$ cat config.mk
export PLATFORM = sky130hd
export DESIGN_NAME = cpu_instr_sequencer
export DESIGN_NICKNAME = d
export VERILOG_FILES = /design/src/rtl/cpu_instr_sequencer.sv
export SDC_FILE = /design/constraint.sdc
export NUM_CORES = 1
export LEC_CHECK = 0
export ABC_AREA = 1
export BUFFER_PORTS_ARGS = -buffer_cell sky130_fd_sc_hd__buf_2
export CORE_UTILIZATION = 50
export DETAILED_ROUTE_END_ITERATION = 10
export HOLD_SLACK_MARGIN = 0.12
export PLACE_DENSITY_LB_ADDON = 0.25
export SYNTH_ARGS = -nofsm -noshare
export SYNTH_HDL_FRONTEND = slang
export SYNTH_SLANG_ARGS = --single-unit
$ cat constraint.sdc
create_clock -name clk -period 5.63 [get_ports clk]
set_clock_uncertainty 0.2 [all_clocks]
set_input_delay 0.2815 -clock clk [delete_from_list [all_inputs] [get_ports clk]]
set_output_delay 0.2815 -clock clk [all_outputs]
set_load 0.01 [all_outputs]
$ cat src/rtl/cpu_instr_sequencer.sv
// cpu_instr_sequencer
//   Replays a small program RAM into the CPU instruction port. The host writes
//   up to DEPTH 16-bit words and then pulses start. For each word the sequencer
//   presents it on cpu_in, pulses cpu_load, pulses cpu_s, and then waits for
//   cpu_w to go low (the CPU has accepted the instruction) and high again (the
//   CPU has finished executing it).
//
//   All outputs are registered. The load, s and done pulses therefore appear
//   in the cycle after the corresponding state, and cpu_in holds its value
//   until the next word is loaded.
//
//   Optional feature macro: WDOG_EN. When it is defined, a per-wait-phase
//   watchdog aborts the run into ERR after WDOG_CYCLES cycles. When it is not
//   defined, err is tied low and the wait states wait indefinitely.
//
// Ports
//   clk        rising-edge clock
//   reset      asynchronous reset, active low
//   prog_we    program write strobe, ignored while busy
//   prog_addr  program write address
//   prog_data  program write data (instruction word)
//   start      starts a run, ignored while busy
//   count      number of instructions to run (0..DEPTH), sampled when start is accepted
//   cpu_w      CPU wait flag (1 = CPU idle)
//   cpu_in     instruction word driven to the CPU
//   cpu_load   one-cycle pulse that loads the CPU instruction register
//   cpu_s      one-cycle pulse that starts CPU execution
//   pc         index of the instruction in flight
//   busy       high while a run is in progress
//   done       one-cycle pulse after the last instruction completes
//   err        watchdog timeout, sticky until the next accepted start
module cpu_instr_sequencer #(
  parameter int DEPTH = 16,
  parameter int AW    = $clog2(DEPTH)
`ifdef WDOG_EN
  ,
  parameter int WDOG_CYCLES = 255
`endif
) (
  input  logic          clk,
  input  logic          reset,
  input  logic          prog_we,
  input  logic [AW-1:0] prog_addr,
  input  logic [15:0]   prog_data,
  input  logic          start,
  input  logic [AW:0]   count,
  input  logic          cpu_w,
  output logic [15:0]   cpu_in,
  output logic          cpu_load,
  output logic          cpu_s,
  output logic [AW-1:0] pc,
  output logic          busy,
  output logic          done,
  output logic          err
);

  typedef enum logic [2:0] {
    IDLE,
    LOAD,
    START,
    WAIT_ACK,
    WAIT_DONE,
    DONE,
    ERR
  } state_t;

  state_t        state_q, state_d;
  logic [AW-1:0] pc_q, pc_d;
  logic [AW:0]   count_q, count_d;
  logic [15:0]   cpu_in_q;
  logic          load_q, s_q, done_q;
  logic          accept;
  logic          last;

  logic [15:0]   mem [DEPTH];

  assign busy   = (state_q != IDLE);
  assign accept = (state_q == IDLE) && start;
  // The comparison is done at AW+1 bits so that count == DEPTH terminates on
  // pc == DEPTH-1 without pc ever wrapping.
  assign last   = (({1'b0, pc_q} + (AW+1)'(1)) == count_q);

`ifdef WDOG_EN
  logic [7:0] wdog_q;
  logic       wdog_hit;
  logic       err_q;

  assign wdog_hit = (wdog_q == 8'(WDOG_CYCLES - 1));
`endif

  // NOTE: every variable is given a default value first, so that no path
  // through the case statement can leave one unassigned and infer a latch.
  always_comb begin
    state_d = state_q;
    pc_d    = pc_q;
    count_d = count_q;
    case (state_q)
      IDLE: begin
        if (start) begin
          pc_d    = '0;
          count_d = count;
          state_d = (count == '0) ? DONE : LOAD;
        end
      end
      LOAD:  state_d = START;
      START: state_d = WAIT_ACK;
      WAIT_ACK: begin
        if (!cpu_w) state_d = WAIT_DONE;
`ifdef WDOG_EN
        else if (wdog_hit) state_d = ERR;
`endif
      end
      WAIT_DONE: begin
        if (cpu_w) begin
          if (last) begin
            state_d = DONE;
          end else begin
            pc_d    = pc_q + AW'(1);
            state_d = LOAD;
          end
        end
`ifdef WDOG_EN
        else if (wdog_hit) state_d = ERR;
`endif
      end
      DONE:    state_d = IDLE;
      ERR:     state_d = IDLE;
      default: state_d = IDLE;
    endcase
  end

  // NOTE: sequential state uses non-blocking assignments only, so every
  // register samples the values it had before this clock edge.
  always_ff @(posedge clk or negedge reset) begin
    if (!reset) begin
      state_q  <= IDLE;
      pc_q     <= '0;
      count_q  <= '0;
      cpu_in_q <= '0;
      load_q   <= 1'b0;
      s_q      <= 1'b0;
      done_q   <= 1'b0;
    end else begin
      state_q <= state_d;
      pc_q    <= pc_d;
      count_q <= count_d;
      load_q  <= (state_q == LOAD);
      s_q     <= (state_q == START);
      done_q  <= (state_q == DONE);
      // The RAM is read in LOAD rather than on start, so a word written in
      // the same cycle as an accepted start is the one that gets issued.
      if (state_q == LOAD) cpu_in_q <= mem[pc_q];
    end
  end

  // NOTE: the program RAM has no reset. Its contents are defined only by
  // host writes, and leaving out the reset lets it map onto plain RAM.
  always_ff @(posedge clk) begin
    if (prog_we && !busy) mem[prog_addr] <= prog_data;
  end

`ifdef WDOG_EN
  always_ff @(posedge clk or negedge reset) begin
    if (!reset) begin
      wdog_q <= '0;
      err_q  <= 1'b0;
    end else begin
      // Any state change clears the counter, which covers entry into both
      // wait states. The counter only advances while a wait state persists.
      if (state_d != state_q) wdog_q <= '0;
      else if (state_q == WAIT_ACK || state_q == WAIT_DONE) wdog_q <= wdog_q + 8'd1;

      if (accept) err_q <= 1'b0;
      else if (state_q == ERR) err_q <= 1'b1;
    end
  end

  assign err = err_q;
`else
  assign err = 1'b0;
`endif

  assign cpu_in   = cpu_in_q;
  assign cpu_load = load_q;
  assign cpu_s    = s_q;
  assign pc       = pc_q;
  assign done     = done_q;

endmodule

### Word-level counts from Yosys, hierarchy flattened

Memory sizes are Yosys's and may differ from the RTL's. A register that Yosys moved wholly into a read port is not among the register bits.
Cells that the tools add are included.

* register bits: 15
* bits in writable memories: 256
* input port bits: 30
* output and inout port bits: 25
* word-level logic and storage cells: 41
* memories kept: 1

Memory list
* mem: words 16, bits a word 16, rd ports 1, clocked after memory_dff 1, wr ports 1, line 75 `logic [15:0] mem [DEPTH];`

* add/subtract/negate cells: 2
* eq/ne operators: 10
* muxes and demuxes: 12
* reductions and logical operators: 10

Operators by type and width (number)
* 3-bit 2-to-1 mux: 5
* 3-bit one-hot mux with 5 select lines: 1
* 4-bit 2-to-1 mux: 3
* 2-bit inequality test (second input constant): 4
* 4-bit one-hot mux with 2 select lines: 1
* 3-bit by 2-bit == test with 1-bit output (second input constant): 2
* 3-bit == test (second input constant): 2
* 4-bit by 1-bit adder with 5-bit output (second input constant): 1
* 5-bit == test: 1
* 5-bit zero test: 1
* 4-bit by 1-bit adder with 4-bit output (second input constant): 1
* 4-bit AND reduction: 1
* 3-bit by 1-bit == test with 1-bit output (second input constant): 1
* 3-bit zero test: 1
* 3-bit AND reduction: 1
* 3-bit nonzero test: 1
* 1-bit zero test: 2
* 1-bit 2-to-1 mux: 2
* 2-bit AND reduction: 1
* 2-bit nonzero test: 1
* 1-bit logical AND: 1

### Logic depth before layout (Yosys ltp)

Gate-level depths: netlist of run 1.

* depth after elaboration: 5
* depth in mapped cells: 10
* mapped depth without buffers: 10

### Least setup slack after synthesis of run 1

No wires, ideal clock.

* path kind: reg2reg
* from: register state_q[1]
* to: memory mem[0][0], enable pin
* library setup time: 0.388 ns
* data arrival time: 1.754 ns
* data required time: 5.042 ns
* slack: 3.288 ns
* stages on the path, launching flop included: 8
* buffers on the path: 0
* path through: dfrtp_1 -> inv_1 -> nand2_2 -> inv_1 -> nand2_2 -> nor2_1 -> nand3_1 -> nor2_1

* longest elaborated chain between the ends: 5

RTL lines
* start: declaration: line 67 `state_t state_q, state_d;`
* start signal: assignment: line 144 `state_q <= state_d;`
* 3-bit nonzero test: line 77 `assign busy = (state_q != IDLE);`
* net busy: line 52 `output logic busy,`
* 1-bit zero test: line 159 `if (prog_we && !busy) mem[prog_addr] <= prog_data;`
* 1-bit logical AND: line 159
* 1-bit 2-to-1 mux: line 159
* 1-bit 2-to-1 mux (not written as such): line 159
* end: declaration: line 75

The timed path passes the listed nets, and every way through them passes these cells.

### Final worst setup path of run 1

* from: register pc_q[0] (netlist: pc[0])
* to: register state_q[2]

* longest elaborated chain between the ends: 5

RTL lines
* start: declaration: line 68 `logic [AW-1:0] pc_q, pc_d;`
* start signal: assignment: line 145 `pc_q <= pc_d;`
* 4-bit by 1-bit adder with 5-bit output: line 81 `assign last = (({1'b0, pc_q} + (AW+1)'(1)) == count_q);`
* 5-bit == test: line 81
* 3-bit 2-to-1 mux: line 115 `if (last) begin`
* 3-bit 2-to-1 mux: line 114 `if (cpu_w) begin`
* 3-bit one-hot mux with 5 select lines: line 97 `case (state_q)`

No other way between the ends. The select of a mux whose other input is x is not followed.
A chain may end at the register's enable or synchronous reset.

==> qor.yml, run 1 <==
detailed_routing:
  dr.pass1.iters: 7
  vias: 8353
  drtIter0Drc: 720
  viasPerCell: 5.26
  routed_wl_um: 29100
  drt.antenna.violating_nets: 0
  drc: 0
  wl_per_cell_um: 18.3
timing:
  setup_viol: 0
  layout_setup_ws_ns: 2.16
  timing.final.crit_share: 0.616
  fin_crit_ns: 3.47
  finalHoldViolCount: 0
  tightest_slew_ns: 1.28
  drv_slew: 0
  fmax_ghz: 0.288
  rsz0062_at_grt: "no"
  relSlewSlack: 0.146
  setup_tns_ns: 0
yosys:
  synth-simple-area-share: 0.211
  ys_seq_area_frac: 0.693
  yosys.cell_types.count: 28
  synth_area_um2: 12200
  synth_area_per_cell_um2: 10.4
  yosysWarnings: 0
  synthesis.nets: 1207
  synthAdderAreaFrac: 0.00103
  synthMuxAreaShare: 0
  synth_seq_cells: 287
  synth_top_family_by_area: "simple AND/OR/NAND/NOR gates"
  syn-instance-count: 1176
  synth-compound-area-share: 0.0332
  synth_xor_xnor_area_share: 0.000718
status:
  status: "finished, final reports clean"
floorplanning:
  rows: 56
  die_w_um: 158
  boundaryPins: 55
  core_um2: 23700
  start_util: 0.515
  die_h_um: 158
  die_area_um2: 25000
critical_path:
  worst_ep_arrival_time_ns: 3.74
  cp-end-kind: "register"
  worstSetupStartpointType: "register"
  required_ns: 5.91
  ff2ff_setup_slack_ns: 2.16
  path_max_fanout: 66
  critical_path_class: "reg2reg"
  reg2reg_depth: 11
  reg2reg_to: "state_q[2]"
  r2r_start: "pc[0]"
clock_network:
  clk-insertion-delay-late_ns: 0.54
  numCtsBuffers: 30
  clk_pin_slew_ns: 0.06
  root_buffer: "clkbuf_16"
  cts_sinks: 287
  cts_htree_levels: 1
  cts_tree: "yes"
  cts_resized: 0
  cts_buffer_depth: 3
final_layout:
  antennaDiodeCount: 0
  fillCellCount: 2009
  final_layout_size_suffix_gt1_frac: 0.111
  mostFrequentLayoutCells: "nand2_1, edfxtp_1, inv_1"
  fin_nets: 1277
  syn_to_final_growth_pct: 14.3
  final_cell_area_um2: 14000
  layout_commonest_cell: "nand2_1"
global_routing:
  grt_overflow: 0
  grt_max_degree: 73
  grt_usage: 0.240
  grt_pass1_vias: 7933
  antenna_found_initial: 1
  grt_pass1_wl_um: 44200
min_path:
  min_path_type: "in2async"
placed_design:
  finalWeightedCongestion: 0.788
  post-place-ws_ns: 2.41
  numPortBuffers: 53
  place_hpwl_um: 16200
  place_area_um2: 12700
power_and_ir_drop:
  power.share.combinational: 0.197
  ir_worst_vdd_mv: 0.273
  p_leak_nw: 5.83
  clock_power_share: 0.340
  p_per_area_nw_per_um2: 395
  sequentialPowerShare: 0.463
  p_sw_frac: 0.292
  power.switching_mw: 1.61
  p_int_mw: 3.91
job:
  drv_cap: 0
timing repair:
| item | 4_1_cts | 5_1_grt |
|---|---|---|
| buffers inserted | 0 | 0 |
| hold buffers | 30 | 0 |
| endpoints found under the hold margin | 295 | 0 |
kinds of logic after synthesis:
kind of cell | after synthesis
and+or+nand+nor | 636
DFF | 287
buffers and inverters | 177
AOI/OAI and AO/OA | 73
xor gates and xnor gates | 1
adders and majority gates | 1
other | 1
layer usage:
metal / vias to the layer above / part of all wire / track usage
li1: 3988 / - / -
met1: 4016 / 0.44 / 0.336
met2: 311 / 0.46 / 0.388
met3: 38 / 0.079 / 0.0419
met4: 0 / 0.018 / 0.0604
met5: - / 0 / 0
power groups by stage:
stage / sequential [mW] / clock [mW] / combinational, mW
after floorplan: 2.57 / 0 / 0.714
after global placement: 2.59 / 0 / 1.01
after detailed placement: 2.60 / 0 / 1.03
after CTS: 2.55 / 1.89 / 1.08
after global routing: 2.57 / 1.97 / 1.22
final: 2.56 / 1.87 / 1.09
area by class of cell:
cell class              count  area (um2)  area share
clock buffers              48         880      0.0630
clock inverters             7        56.3     0.00404
inverters                 122         459      0.0329
multi-input cells         712        3050       0.218
flip-flops and latches    287        8470       0.607
well taps                 319         399      0.0286
repair buffers             93         641      0.0459
critical path, cell delays in order, from the launching register on:
cell and delay (ns):
dfrtp_4 0.65, inv_2 0.50, buf_4 0.71, nand2_1 0.11
nand2_1 0.10, nand3_1 0.07, nor2_1 0.14, nand3_2 0.16
nand2_1 0.09, nand2_1 0.05, nand2_1 0.05, dlygate4sd3_1 0.53
synth_stat cells, drive strengths merged:
library cell,number,area share
edfxtp,256,0.63
nand3,97,0.040
dfrtp,31,0.064
o211ai,16,0.0098
xor2,1,0.00072
conb,1,0.00031
inv,120,0.037
nor2,95,0.029
buf,41,0.018
nor3,4,0.0020
a21oi,4,0.0016
nand3b,1,0.00062
o21ai,53,0.022
ha,1,0.0010
nand4,1,0.00051
or2,16,0.0082
clkinv,2,0.00062
clkbuf,14,0.0043
nand2,422,0.13
flip-flops by register name (all words and copies together) (netlist names):
signal    count
count_q       5
cpu_s         1
cpu_in       16
state_q       3
mem         256
pc            4
cpu_load      1
done          1
metrics by stage:
| stage | std cells | util | hold slack, ns | total power, mW |
|---|---|---|---|---|
| global placement | 1503 | 0.537 | 0.187 | 3.61 |
| finish | 1588 | 0.589 | 0.172 | 5.52 |
| CTS | 1588 | 0.589 | 0.163 | 5.53 |
| detailed placement | 1503 | 0.537 | 0.202 | 3.63 |
| floorplan | 1176 | - | -0.214 | 3.29 |
| global route | 1588 | 0.589 | 0.250 | 5.76 |
how the worst max path moves through the flow:
| stage | from | end |
|---|---|---|
| after floorplan | state_q[1] | mem[0][0] |
| after global placement | state_q[1] | mem[4][0] |
| after detailed placement | state_q[1] | mem[4][0] |
| after CTS | pc[0] | state_q[2] |
| after global routing | pc[0] | state_q[2] |
| final | pc[0] | state_q[2] |
(Power assumes the default switching activity.)
==> inputs of run 2 (changes only) <==
==> constraint.sdc (replaced) <==
create_clock -name clk -period 2.8 [get_ports clk]
set_clock_uncertainty 0.2 [all_clocks]
set_input_delay 0.14 -clock clk [delete_from_list [all_inputs] [get_ports clk]]
set_output_delay 0.14 -clock clk [all_outputs]
set_load 0.01 [all_outputs]
==> qor.yml, run 2 (synthesized netlist as in run 1, its figures left out) <==
power_and_ir_drop:
  ir_worst_vdd_mv: 0.448
  p_per_area_nw_per_um2: 803
  p_leak_nw: 6.08
clock_network:
  cts_tree: "yes"
  numCtsBuffers: 29
  root_buffer: "clkbuf_16"
  post_cts_buffers: 0
  cts_sinks: 287
  clk_pin_slew_ns: 0.06
  cts_buffer_depth: 3
  cts_htree_levels: 1
  clk-insertion-delay-late_ns: 0.54
global_routing:
  grt_max_degree: 60
  grt_overflow: 0
  antenna_found_initial: 0
  grt_pass1_vias: 7880
  grtUsageMet1: 0.343
  grt_usage: 0.248
  busiest_layer: "met2"
  gr-usage-met2: 0.409
  grt_pass1_wl_um: 45200
  grt_use_met3: 0.0331
timing:
  finalHoldViolCount: 0
  fin_crit_ns: 2.63
  relSlewSlack: 0.557
  rsz0062_at_grt: "no"
  setup_viol: 0
  tightest_slew_ns: 0.658
  timing.hold.ws_ns: 0.147
  fmax_ghz: 0.380
  setup_tns_ns: 0
  timing.final.crit_share: 0.941
  drv_slew: 0
critical_path:
  worst_ep_arrival_time_ns: 2.85
  required_ns: 3.02
  critical_path_class: "reg2reg"
  path_max_fanout: 10
  cp-end-kind: "register"
  ff2ff_setup_slack_ns: 0.17
  worstSetupStartpointType: "register"
detailed_routing:
  wl_per_cell_um: 18.6
  drt.antenna.violating_nets: 0
  viasPerCell: 5.24
  vias: 8498
  routed_wl_um: 30300
  drc: 0
  drtIter0Drc: 827
  dr.pass1.iters: 6
placed_design:
  place_area_um2: 13000
  numPortBuffers: 53
  placed_cells_incl_taps: 1531
  finalWeightedCongestion: 0.852
  place_hpwl_um: 18800
floorplanning:
  start_util: 0.515
  die_h_um: 158
  die_area_um2: 25000
  core_um2: 23700
  die_w_um: 158
  rows: 56
  boundaryPins: 55
job:
  drv_cap: 0
final_layout:
  mostFrequentLayoutCells: "nand2_1, edfxtp_1, inv_1"
  fillCellCount: 1930
  final_cells: 1622
  antennaDiodeCount: 0
  regMostFlops: "mem"
  syn_to_final_growth_pct: 18.0
  fin_nets: 1314
  largest_reg_flops: 256
  layout_commonest_cell: "nand2_1"
  final_cell_area_um2: 14400
  final_layout_size_suffix_gt1_frac: 0.134
min_path:
  min_path_type: "in2reg"
status:
  status: "finished, final reports clean"
## run 2: changes by cell type in the layout (fill, tap and decap cells not counted), sizes merged
cell         before  now
buf              63   92
bufinv            1    6
clkbuf           48   34
clkinv            9   12
clkinvlp          0    2
dlygate4sd3      30   38
inv             119  120
## run 2: area by class of cell
| type | instances | area, um2 | area share |
|---|---|---|---|
| clock buffer | 33 | 741 | 0.0514 |
| clock inverter | 18 | 240 | 0.0167 |
| inverter | 122 | 458 | 0.0318 |
| multi-input combinational | 712 | 3050 | 0.212 |
| sequential | 287 | 8470 | 0.588 |
| tap | 319 | 399 | 0.0277 |
| timing repair buffer | 131 | 1050 | 0.0726 |
## run 2: path summary, 6_finish.rpt
path	endpoint	cells after the start	from
min in group asynchronous	pc[0]	4	reset
hold reg to reg	cpu_in[15]	2	cpu_in[15]
setup / recovery	count_q[1]	8	state_q[1]
setup reg to reg	count_q[1]	8	state_q[1]
hold / removal	mem[8][6]	4	prog_addr[3]
max in group asynchronous	pc[1]	4	reset
## run 2: per-stage QoR
stage	utilization	power [mW]	setup slack, ns
after floorplan	-	6.61	0.458
after global placement	0.548	7.42	0.384
after detailed placement	0.548	7.46	0.288
after CTS	0.607	11.5	0.182
after global routing	0.608	12.1	0.0204
final	0.608	11.6	0.166
## run 2: timing repair
item                                    CTS  global route
resized for setup                         0             1
endpoints found under the setup margin    0             1
hold buffers                             39             0
hold endpoints to repair                303             0
## run 2: per-layer routing
metal  wire length (um)  share of wire
met1              12800           0.42
met2              14300           0.47
met3               2510          0.083
met4                622          0.021
met5                  0              0
## run 2: worst max-delay path: stages, from the launching register on
cell           delay (ns)
dfrtp_1              0.42
inv_1                0.12
nand2_2              0.07
inv_1                0.08
nand3_1              0.26
nor2_1               0.18
dlygate4sd3_1        0.58
a21oi_1              0.05
dlygate4sd3_1        0.57
## run 2: power by group
| group | total (mW) | internal [mW] | switching, mW |
|---|---|---|---|
| clock network | 4.00 | 2.44 | 1.56 |
| registers | 5.06 | 4.92 | 0.146 |
| logic | 2.50 | 0.848 | 1.66 |
